===== config.mk =====
export PLATFORM = sky130hd
export DESIGN_NAME = rx_word_collector
export DESIGN_NICKNAME = d
export VERILOG_FILES = /design/src/rtl/uart_pkg.sv /design/src/rtl/uart_receiver.sv /design/src/rtl/rx_word_collector.sv
export SDC_FILE = /design/constraint.sdc
export NUM_CORES = 1
export LEC_CHECK = 0
export CAP_MARGIN = 20
export CORE_MARGIN = 2
export CORE_UTILIZATION = 55
export CTS_CLUSTER_SIZE = 28
export DETAILED_ROUTE_END_ITERATION = 12
export PLACE_DENSITY = 0.83
export SLEW_MARGIN = 20
export SYNTH_ARGS = -nofsm -noshare
export SYNTH_HDL_FRONTEND = slang
export SYNTH_SLANG_ARGS = --single-unit
export TNS_END_PERCENT = 5

===== constraint.sdc =====
create_clock -name clk -period 2.4 [get_ports clk]
set_input_delay 0.72 -clock clk [delete_from_list [all_inputs] [get_ports clk]]
set_output_delay 0.72 -clock clk [all_outputs]
set_load 0.02 [all_outputs]

===== src/rtl/uart_pkg.sv =====
// Shared types and constants for the UART word collector and its serial receiver.
package uart_pkg;

  localparam int MAX_BYTES            = 4;
  localparam int DEFAULT_CLKS_PER_BIT = 868;

  typedef enum logic [2:0] {
    ST_READY,
    ST_CHECK_ZERO,
    ST_WAIT_BYTE,
    ST_STORE,
    ST_DONE
  } collector_state_t;

  typedef enum logic [1:0] {
    RX_IDLE,
    RX_START,
    RX_DATA,
    RX_STOP
  } rx_state_t;

  function automatic logic [2:0] clamp_bytes(input logic [2:0] n);
    return (n > 3'(MAX_BYTES)) ? 3'(MAX_BYTES) : n;
  endfunction

endpackage


===== src/rtl/uart_receiver.sv =====
// 8N1 UART deframer: synchronizes RxD, validates the start bit at half a bit period,
// samples data and stop bits at mid-bit, and pulses valid or frame_err per frame.
module uart_receiver
  import uart_pkg::*;
#(
  parameter int CLKS_PER_BIT = DEFAULT_CLKS_PER_BIT
) (
  input  logic       clk,
  input  logic       rst_n,
  input  logic       RxD,
  output logic [7:0] data,
  output logic       valid,
  output logic       frame_err
);

  localparam int            CW        = $clog2(CLKS_PER_BIT);
  localparam logic [CW-1:0] HALF_LAST = CW'(CLKS_PER_BIT / 2 - 1);
  localparam logic [CW-1:0] FULL_LAST = CW'(CLKS_PER_BIT - 1);

  rx_state_t     r_state, w_state_next;
  logic [CW-1:0] r_cnt, w_cnt_next;
  logic [2:0]    r_bit_idx, w_bit_idx_next;
  logic [7:0]    r_shift, w_shift_next;
  logic [7:0]    r_data, w_data_next;
  logic          r_valid, w_valid_next;
  logic          r_frame_err, w_frame_err_next;
  logic          r_rxd_meta, r_rxd_sync, r_rxd_prev;

  // Synchronizer resets to the idle-high line level so reset never looks like a start edge.
  always_ff @(posedge clk or negedge rst_n) begin
    if (!rst_n) begin
      r_rxd_meta <= 1'b1;
      r_rxd_sync <= 1'b1;
      r_rxd_prev <= 1'b1;
    end else begin
      r_rxd_meta <= RxD;
      r_rxd_sync <= r_rxd_meta;
      r_rxd_prev <= r_rxd_sync;
    end
  end

  always_ff @(posedge clk or negedge rst_n) begin
    if (!rst_n) begin
      r_state     <= RX_IDLE;
      r_cnt       <= '0;
      r_bit_idx   <= '0;
      r_shift     <= '0;
      r_data      <= '0;
      r_valid     <= 1'b0;
      r_frame_err <= 1'b0;
    end else begin
      r_state     <= w_state_next;
      r_cnt       <= w_cnt_next;
      r_bit_idx   <= w_bit_idx_next;
      r_shift     <= w_shift_next;
      r_data      <= w_data_next;
      r_valid     <= w_valid_next;
      r_frame_err <= w_frame_err_next;
    end
  end

  always_comb begin
    w_state_next     = r_state;
    w_cnt_next       = r_cnt + 1'b1;
    w_bit_idx_next   = r_bit_idx;
    w_shift_next     = r_shift;
    w_data_next      = r_data;
    w_valid_next     = 1'b0;
    w_frame_err_next = 1'b0;
    case (r_state)
      RX_IDLE: begin
        w_cnt_next = '0;
        if (r_rxd_prev && !r_rxd_sync) w_state_next = RX_START;
      end
      RX_START: begin
        if (r_cnt == HALF_LAST) begin
          w_cnt_next     = '0;
          w_bit_idx_next = '0;
          w_state_next   = r_rxd_sync ? RX_IDLE : RX_DATA;
        end
      end
      RX_DATA: begin
        if (r_cnt == FULL_LAST) begin
          w_cnt_next     = '0;
          w_shift_next   = {r_rxd_sync, r_shift[7:1]};
          w_bit_idx_next = r_bit_idx + 3'd1;
          if (r_bit_idx == 3'd7) w_state_next = RX_STOP;
        end
      end
      RX_STOP: begin
        if (r_cnt == FULL_LAST) begin
          w_cnt_next   = '0;
          w_state_next = RX_IDLE;
          if (r_rxd_sync) begin
            w_data_next  = r_shift;
            w_valid_next = 1'b1;
          end else begin
            w_frame_err_next = 1'b1;
          end
        end
      end
      default: w_state_next = RX_IDLE;
    endcase
  end

  assign data      = r_data;
  assign valid     = r_valid;
  assign frame_err = r_frame_err;

endmodule


===== src/rtl/rx_word_collector.sv =====
// Collects 0..4 UART bytes (LSB byte first) into a 32-bit word after a start request.
// Optional inter-byte timeout enabled by defining RX_TIMEOUT_EN.
module rx_word_collector
  import uart_pkg::*;
#(
  parameter int CLKS_PER_BIT = DEFAULT_CLKS_PER_BIT,
  parameter int TIMEOUT_CLKS = 100000
) (
  input  logic        clk,
  input  logic        rst_n,
  input  logic        RxD,
  input  logic        start,
  input  logic [2:0]  bytes,
  output logic        busy,
  output logic [31:0] word,
  output logic        valid,
  output logic        frame_err,
  output logic        timeout
);

  collector_state_t r_state, w_state_next;
  logic [2:0]       r_count, w_count_next;
  logic [1:0]       r_idx, w_idx_next;
  logic [31:0]      r_acc, w_acc_next;
  logic [31:0]      r_word, w_word_next;
  logic [7:0]       r_byte, w_byte_next;
  logic             r_valid, w_valid_next;
  logic             r_frame_err, w_frame_err_next;
  logic             r_timeout, w_timeout_next;
  logic [MAX_BYTES-1:0] w_lane_sel;
  logic [7:0]       w_rx_data;
  logic             w_rx_valid, w_rx_frame_err;
  logic             w_to_hit;

  uart_receiver #(.CLKS_PER_BIT(CLKS_PER_BIT)) u_rx (
    .clk       (clk),
    .rst_n     (rst_n),
    .RxD       (RxD),
    .data      (w_rx_data),
    .valid     (w_rx_valid),
    .frame_err (w_rx_frame_err)
  );

`ifdef RX_TIMEOUT_EN
  localparam int TW = $clog2(TIMEOUT_CLKS + 1);
  logic [TW-1:0] r_to_cnt;
  logic          r_act_meta, r_act_sync, r_act_prev;

  // Private synchronizer so any RxD edge, even a false start, restarts the idle count.
  always_ff @(posedge clk or negedge rst_n) begin
    if (!rst_n) begin
      r_act_meta <= 1'b1;
      r_act_sync <= 1'b1;
      r_act_prev <= 1'b1;
      r_to_cnt   <= '0;
    end else begin
      r_act_meta <= RxD;
      r_act_sync <= r_act_meta;
      r_act_prev <= r_act_sync;
      if (r_state != ST_WAIT_BYTE || (r_act_sync ^ r_act_prev)) r_to_cnt <= '0;
      else                                                      r_to_cnt <= r_to_cnt + 1'b1;
    end
  end

  assign w_to_hit = (r_state == ST_WAIT_BYTE) && (r_to_cnt == TW'(TIMEOUT_CLKS - 1));
`else
  logic w_unused_timeout_cfg;
  assign w_unused_timeout_cfg = (TIMEOUT_CLKS > 0);
  assign w_to_hit             = 1'b0;
`endif

  for (genvar gi = 0; gi < MAX_BYTES; gi++) begin : g_lane
    assign w_lane_sel[gi] = (r_state == ST_STORE) && (r_idx == 2'(gi));
  end

  always_ff @(posedge clk or negedge rst_n) begin
    if (!rst_n) begin
      r_state     <= ST_READY;
      r_count     <= '0;
      r_idx       <= '0;
      r_acc       <= '0;
      r_word      <= '0;
      r_byte      <= '0;
      r_valid     <= 1'b0;
      r_frame_err <= 1'b0;
      r_timeout   <= 1'b0;
    end else begin
      r_state     <= w_state_next;
      r_count     <= w_count_next;
      r_idx       <= w_idx_next;
      r_acc       <= w_acc_next;
      r_word      <= w_word_next;
      r_byte      <= w_byte_next;
      r_valid     <= w_valid_next;
      r_frame_err <= w_frame_err_next;
      r_timeout   <= w_timeout_next;
    end
  end

  always_comb begin
    w_state_next     = r_state;
    w_count_next     = r_count;
    w_idx_next       = r_idx;
    w_acc_next       = r_acc;
    w_word_next      = r_word;
    w_byte_next      = r_byte;
    w_valid_next     = 1'b0;
    w_frame_err_next = 1'b0;
    w_timeout_next   = 1'b0;
    case (r_state)
      ST_READY: begin
        // Receiver bytes arriving here are simply not looked at.
        if (start) begin
          w_count_next = clamp_bytes(bytes);
          w_idx_next   = '0;
          w_acc_next   = '0;
          w_state_next = ST_CHECK_ZERO;
        end
      end
      ST_CHECK_ZERO: w_state_next = (r_count == 3'd0) ? ST_DONE : ST_WAIT_BYTE;
      ST_WAIT_BYTE: begin
        if (w_rx_valid) begin
          w_byte_next  = w_rx_data;
          w_state_next = ST_STORE;
        end else if (w_rx_frame_err) begin
          w_frame_err_next = 1'b1;
          w_state_next     = ST_READY;
        end else if (w_to_hit) begin
          w_timeout_next = 1'b1;
          w_state_next   = ST_READY;
        end
      end
      ST_STORE: begin
        for (int i = 0; i < MAX_BYTES; i++) begin
          if (w_lane_sel[i]) w_acc_next[8*i +: 8] = r_byte;
        end
        w_idx_next   = r_idx + 2'd1;
        w_count_next = r_count - 3'd1;
        w_state_next = ST_CHECK_ZERO;
      end
      ST_DONE: begin
        w_word_next  = r_acc;
        w_valid_next = 1'b1;
        w_state_next = ST_READY;
      end
      default: w_state_next = ST_READY;
    endcase
  end

  assign busy      = (r_state != ST_READY);
  assign word      = r_word;
  assign valid     = r_valid;
  assign frame_err = r_frame_err;
`ifdef RX_TIMEOUT_EN
  assign timeout   = r_timeout;
`else
  assign timeout   = 1'b0;
`endif

endmodule


# Word level (Yosys, flattened, before mapping)
# Cells that the tools add are included.
[totals]
reg_bits = 118
[classes]
addsub = 4
n_lt_le_gt_ge = 1
eq_ne = 24
n_mux = 39
n_reduce_logical = 25
[ops]
columns = ["op", "n"]
rows = [
  ["32-bit one-hot mux with 2 select lines", 1],
  ["32-bit 2-to-1 mux", 1],
  ["8-bit 2-to-1 mux", 4],
  ["10-bit one-hot mux with 3 select lines", 1],
  ["3-bit 2-to-1 mux", 8],
  ["10-bit 2-to-1 mux", 2],
  ["3-bit AND reduction", 6],
  ["2-bit 2-to-1 mux", 7],
  ["3-bit one-hot mux with 2 select lines", 2],
  ["3-bit one-hot mux with 4 select lines", 1],
  ["10-bit by 1-bit adder with 10-bit output (second input constant)", 1],
  ["10-bit == test (second input constant)", 1],
  ["10-bit by 9-bit == test with 1-bit output (second input constant)", 1],
  ["1-bit 2-to-1 mux", 10],
  ["2-bit by 1-bit != test with 1-bit output (second input constant)", 5],
  ["2-bit != test (second input constant)", 5],
  ["2-bit == test (second input constant)", 4],
  ["2-bit one-hot mux with 4 select lines", 1],
  ["2-bit AND reduction", 4],
  ["3-bit by 2-bit == test with 1-bit output (second input constant)", 2],
  ["3-bit == test (second input constant)", 2],
  ["3-bit logical NOT", 2],
  ["1-bit logical AND", 5],
  ["5-bit AND reduction", 1],
  ["other kinds (13)", 16],
]

# Longest topological paths before layout
[logic_depth]
depth_word = 4
mapped_depth = 7
mapped_depth_nobuf = 6

# By module
# Synthesis repeated with hierarchy kept, for this count alone.
[unflattened]
cells_unflattened = 340
area_unflattened_um2 = 4936.0
[by_module_without_submodules]
columns = ["module", "n_inst", "cells_per_inst", "area_each_um2", "seq_area_each_um2"]
rows = [
  ["rx_word_collector", 1, 217, 3340.7, 2052.0],
  ["uart_receiver", 1, 123, 1595.3, 904.6],
]

# Worst setup path after synthesis
# No wires, ideal clock.
[synth_path]
kind = "input to register"
start = "input start"
end = "register r_acc[0]"
setup_ps = 125
arrival_ps = 2033
required_time_ps = 2275
slack_ps = 242
stages = 6
path_buffers = 2
cell_sequence = "or3b_1 a21oi_2 buf_2 o21a_1 buf_4 mux2_2"
[synth_via]
elab_chain_len = 2
[synth_lines]
columns = ["element", "line", "text"]
rows = [
  ["start, declared", "rx_word_collector.sv:12", "input logic start,"],
  ["2-bit != test (no source line)", "-", ""],
  ["3-bit AND reduction (no source line)", "-", ""],
  ["end signal, assigned", "rx_word_collector.sv:91", "r_acc <= w_acc_next;"],
  ["end, declared", "rx_word_collector.sv:24", "logic [31:0] r_acc, w_acc_next;"],
]
# No other way between the ends.
# A chain may end at the register's enable or synchronous reset.

# Worst setup path in the final report
[layout_path]
start = "register r_state[1]"
end = "output busy"
[layout_via]
elab_chain_len = 1
[layout_lines]
columns = ["element", "line", "text"]
rows = [
  ["start, declared", "rx_word_collector.sv:21", "collector_state_t r_state, w_state_next;"],
  ["start signal, assigned", "rx_word_collector.sv:88", "r_state <= w_state_next;"],
  ["3-bit nonzero test", "rx_word_collector.sv:150", "assign busy = (r_state != ST_READY);"],
  ["end, declared", "rx_word_collector.sv:14", "output logic busy,"],
]
# No other way between the ends.

==> results_dict.tcl <==
set metrics [dict create \
    syn_nets 364 \
    start_util_pct 56.5 \
    clock-sinks 118 \
    dr.pass1.iters 4 \
    fin_crit_ps 2290 \
    syn-instance-count 347 \
    cts_buffers 17 \
    clockRootBuffer "clkbuf_8" \
    grt_pass1_vias 2925 \
    num_rows 34 \
    postSynthAreaPerCell_um2 14.1 \
    yosysWarnings 0 \
    critPathLaunchType "flip-flop" \
    core_mm2 0.00868 \
    fmax_mhz 437 \
    vias_per_cell 5.45 \
    io_pins 43 \
    rsz0062_at_grt "no" \
    clk_pin_slew_ps 60 \
    holdWs_ps 274 \
    ant_nets 0 \
    synth_largest_area_cell "dfrtp_1" \
    detail_route.wirelength_um 8460 \
    cts_tree "yes" \
    final_core_util_pct 69.8 \
    critPathMaxFanout 3 \
    die_x_um 98.4 \
    yosys_register_bits 118 \
    finalHoldViolCount 0 \
    worst_pin_slew_ps 610 \
    syn-cell-area_mm2 0.00490 \
    cp.required_ps 1680 \
    dp_hpwl_um 5510 \
    power_per_cell_area_mw_per_mm2 918 \
    outcome "finished clean" \
    nNetsFinal 419 \
    worst-setup-path-type "flip-flop to output port" \
    port_buffers 41 \
    synth.area.top_cells "dfrtp_1 (59%), mux2_2 (21%), ha_1 (2.6%)" \
    fin_worst_skew_ps 6.80 \
    cts_hold_buf 0 \
    overflow 0 \
    place_ws_ps -301 \
    grt_pass1_wl_um 14600 \
    finalMaxSlewViolations 0 \
    drive_gt1_share_pct 35.7 \
    peakVddDrop_mv 0.676 \
    post-cts-setup-buffers 0 \
    cts.htree.levels 4 \
    power.leakage_uw 0.00293 \
    vias 2852 \
    fp.dieH_um 98.4 \
    finalSetupViolations 0 \
    clk_path_buf_depth 2 \
    antenna_found_initial 0 \
    areaGrowthSynthToFinish_pct 23.6 \
    synth_cell_types 44 \
    synth_top_cell_area_share_pct 58.7 \
    grt_max_degree 119 \
    endpoint_kind "output port" \
    fin_ws_ps 110 \
    crit_arrival_ps 1570 \
    seq_area_frac_synth_pct 60.3 \
    maxCapViolations 0 \
    grt_usage_pct 19.6 \
    remaining_drc_errors 0 \
    tns_ps 0 \
    routabilityCongestion 0.823 \
    worst_slew_margin_rel_pct 59.3 \
    period_share_pct 95.4 \
    wl_per_cell_um 16.2 \
    antennaDiodeCount 0 \
    totalPowerFinal_uw 5560 \
    min_path_type "input port to asynchronous set/reset pin" \
    fillers 549 \
    dieArea_mm2 0.00968 \
    cts_resized 1 \
    insertion_delay_ps 510 \
    first_iter_violations 126 \
]
## synthesized netlist by cell type (all sizes together)
cell type / instances
nor3: 4
xnor2: 3
nor4b: 2
or3: 1
ha: 10
and2b: 1
or3b: 1
nand4bb: 1
a21oi: 8
dfrtp: 115
o31ai: 1
clkbuf: 5
xor2: 5
nand4: 4
dfstp: 3
o21a: 4
a22o: 3
nand3: 6
mux2: 90
and3: 2
nand2: 8
nor3b: 3
a31oi: 3
nand3b: 3
inv: 8
or4b: 1
nor2: 18
and4: 1
and2: 9
conb: 1
and3b: 1
nor4bb: 2
and4bb: 1
buf: 11
nand2b: 3
o21ai: 4
a22oi: 1
## metal layers
layer / vias up / GRT usage [%] / share of wire [%]
met5: - / 0 / 0
met4: 0 / 6.95 / 1.4
met3: 11 / 7.59 / 4.1
met2: 59 / 31.1 / 50
met1: 1452 / 24.7 / 44
li1: 1330 / - / -
## logic make-up after synthesis
kind of cell | share of synthesized area, %
flops | 60.3
mux | 20.7
simple gates | 9.19
compound gates | 3.29
buf+inv | 2.45
fa+ha+maj | 2.55
xor+xnor | 1.43
other cells | 0.0765
## registers in the layout, indices dropped and copies added (netlist names), 2 cells and up, named ones only
register,flops
u_rx.r_bit_idx,3
r_acc,32
r_idx,2
r_count,3
r_byte,8
u_rx.r_shift,8
u_rx.r_cnt,10
u_rx.data,8
r_state,3
word,32
## worst paths after layout
check / slack [ps] / end / cells after the start / startpoint
max in group asynchronous: 1660 / frame_err / 2 / rst_n
setup reg to reg: 310 / r_acc[4] / 6 / r_state[0]
setup / recovery: 110 / busy / 2 / r_state[1]
min in group clk: 360 / u_rx.r_rxd_sync / 0 / u_rx.r_rxd_meta
hold / removal: 270 / r_count[1] / 2 / rst_n
hold reg to reg: 360 / u_rx.r_rxd_sync / 0 / u_rx.r_rxd_meta
## placed cells by master, fill, tap and decap left out, types with 4 or more instances in the layout
master,netlist,final
clkinvlp_4,0,4
clkdlybuf4s50_1,0,39
nand4_1,4,4
nand2_1,8,8
ha_1,10,10
o21a_1,4,4
nor2_1,18,18
buf_4,4,8
a21oi_1,7,7
inv_1,8,8
clkbuf_16,0,16
and2_1,9,9
mux2_2,90,90
dfrtp_1,115,115
buf_12,0,4
nand3_1,6,6
o21ai_0,4,4
xor2_1,5,5
## worst max-delay path, stage by stage, from the launching register on
cell and delay, ps:
dfrtp_1 380, or3_1 360, dlygate4sd2_1 330
## stage by stage
stage,cells,area (um2)
2_1_floorplan,347,4900
3_3_place_gp,491,5490
3_5_place_dp,491,5490
4_1_cts,523,6060
5_1_grt,523,6060
6_report,523,6060
## report_power, final
group | internal, uW | total [uW] | switching (uW)
clock network | 1430 | 2350 | 911
logic | 478 | 969 | 492
registers | 2110 | 2250 | 135
total | 4020 | 5560 | 1540
## area by class of cell
class                      instances  area [um2]  area share [%]
sequential                       118        2960            48.8
multi-input combinational        205        1830            30.2
timing repair buffer              52         539            8.90
clock buffer                      19         442            7.29
tap                              108         135            2.23
clock inverter                    13         123            2.02
inverter                           8        30.0           0.496
Power figures use the tool's default switching activity.
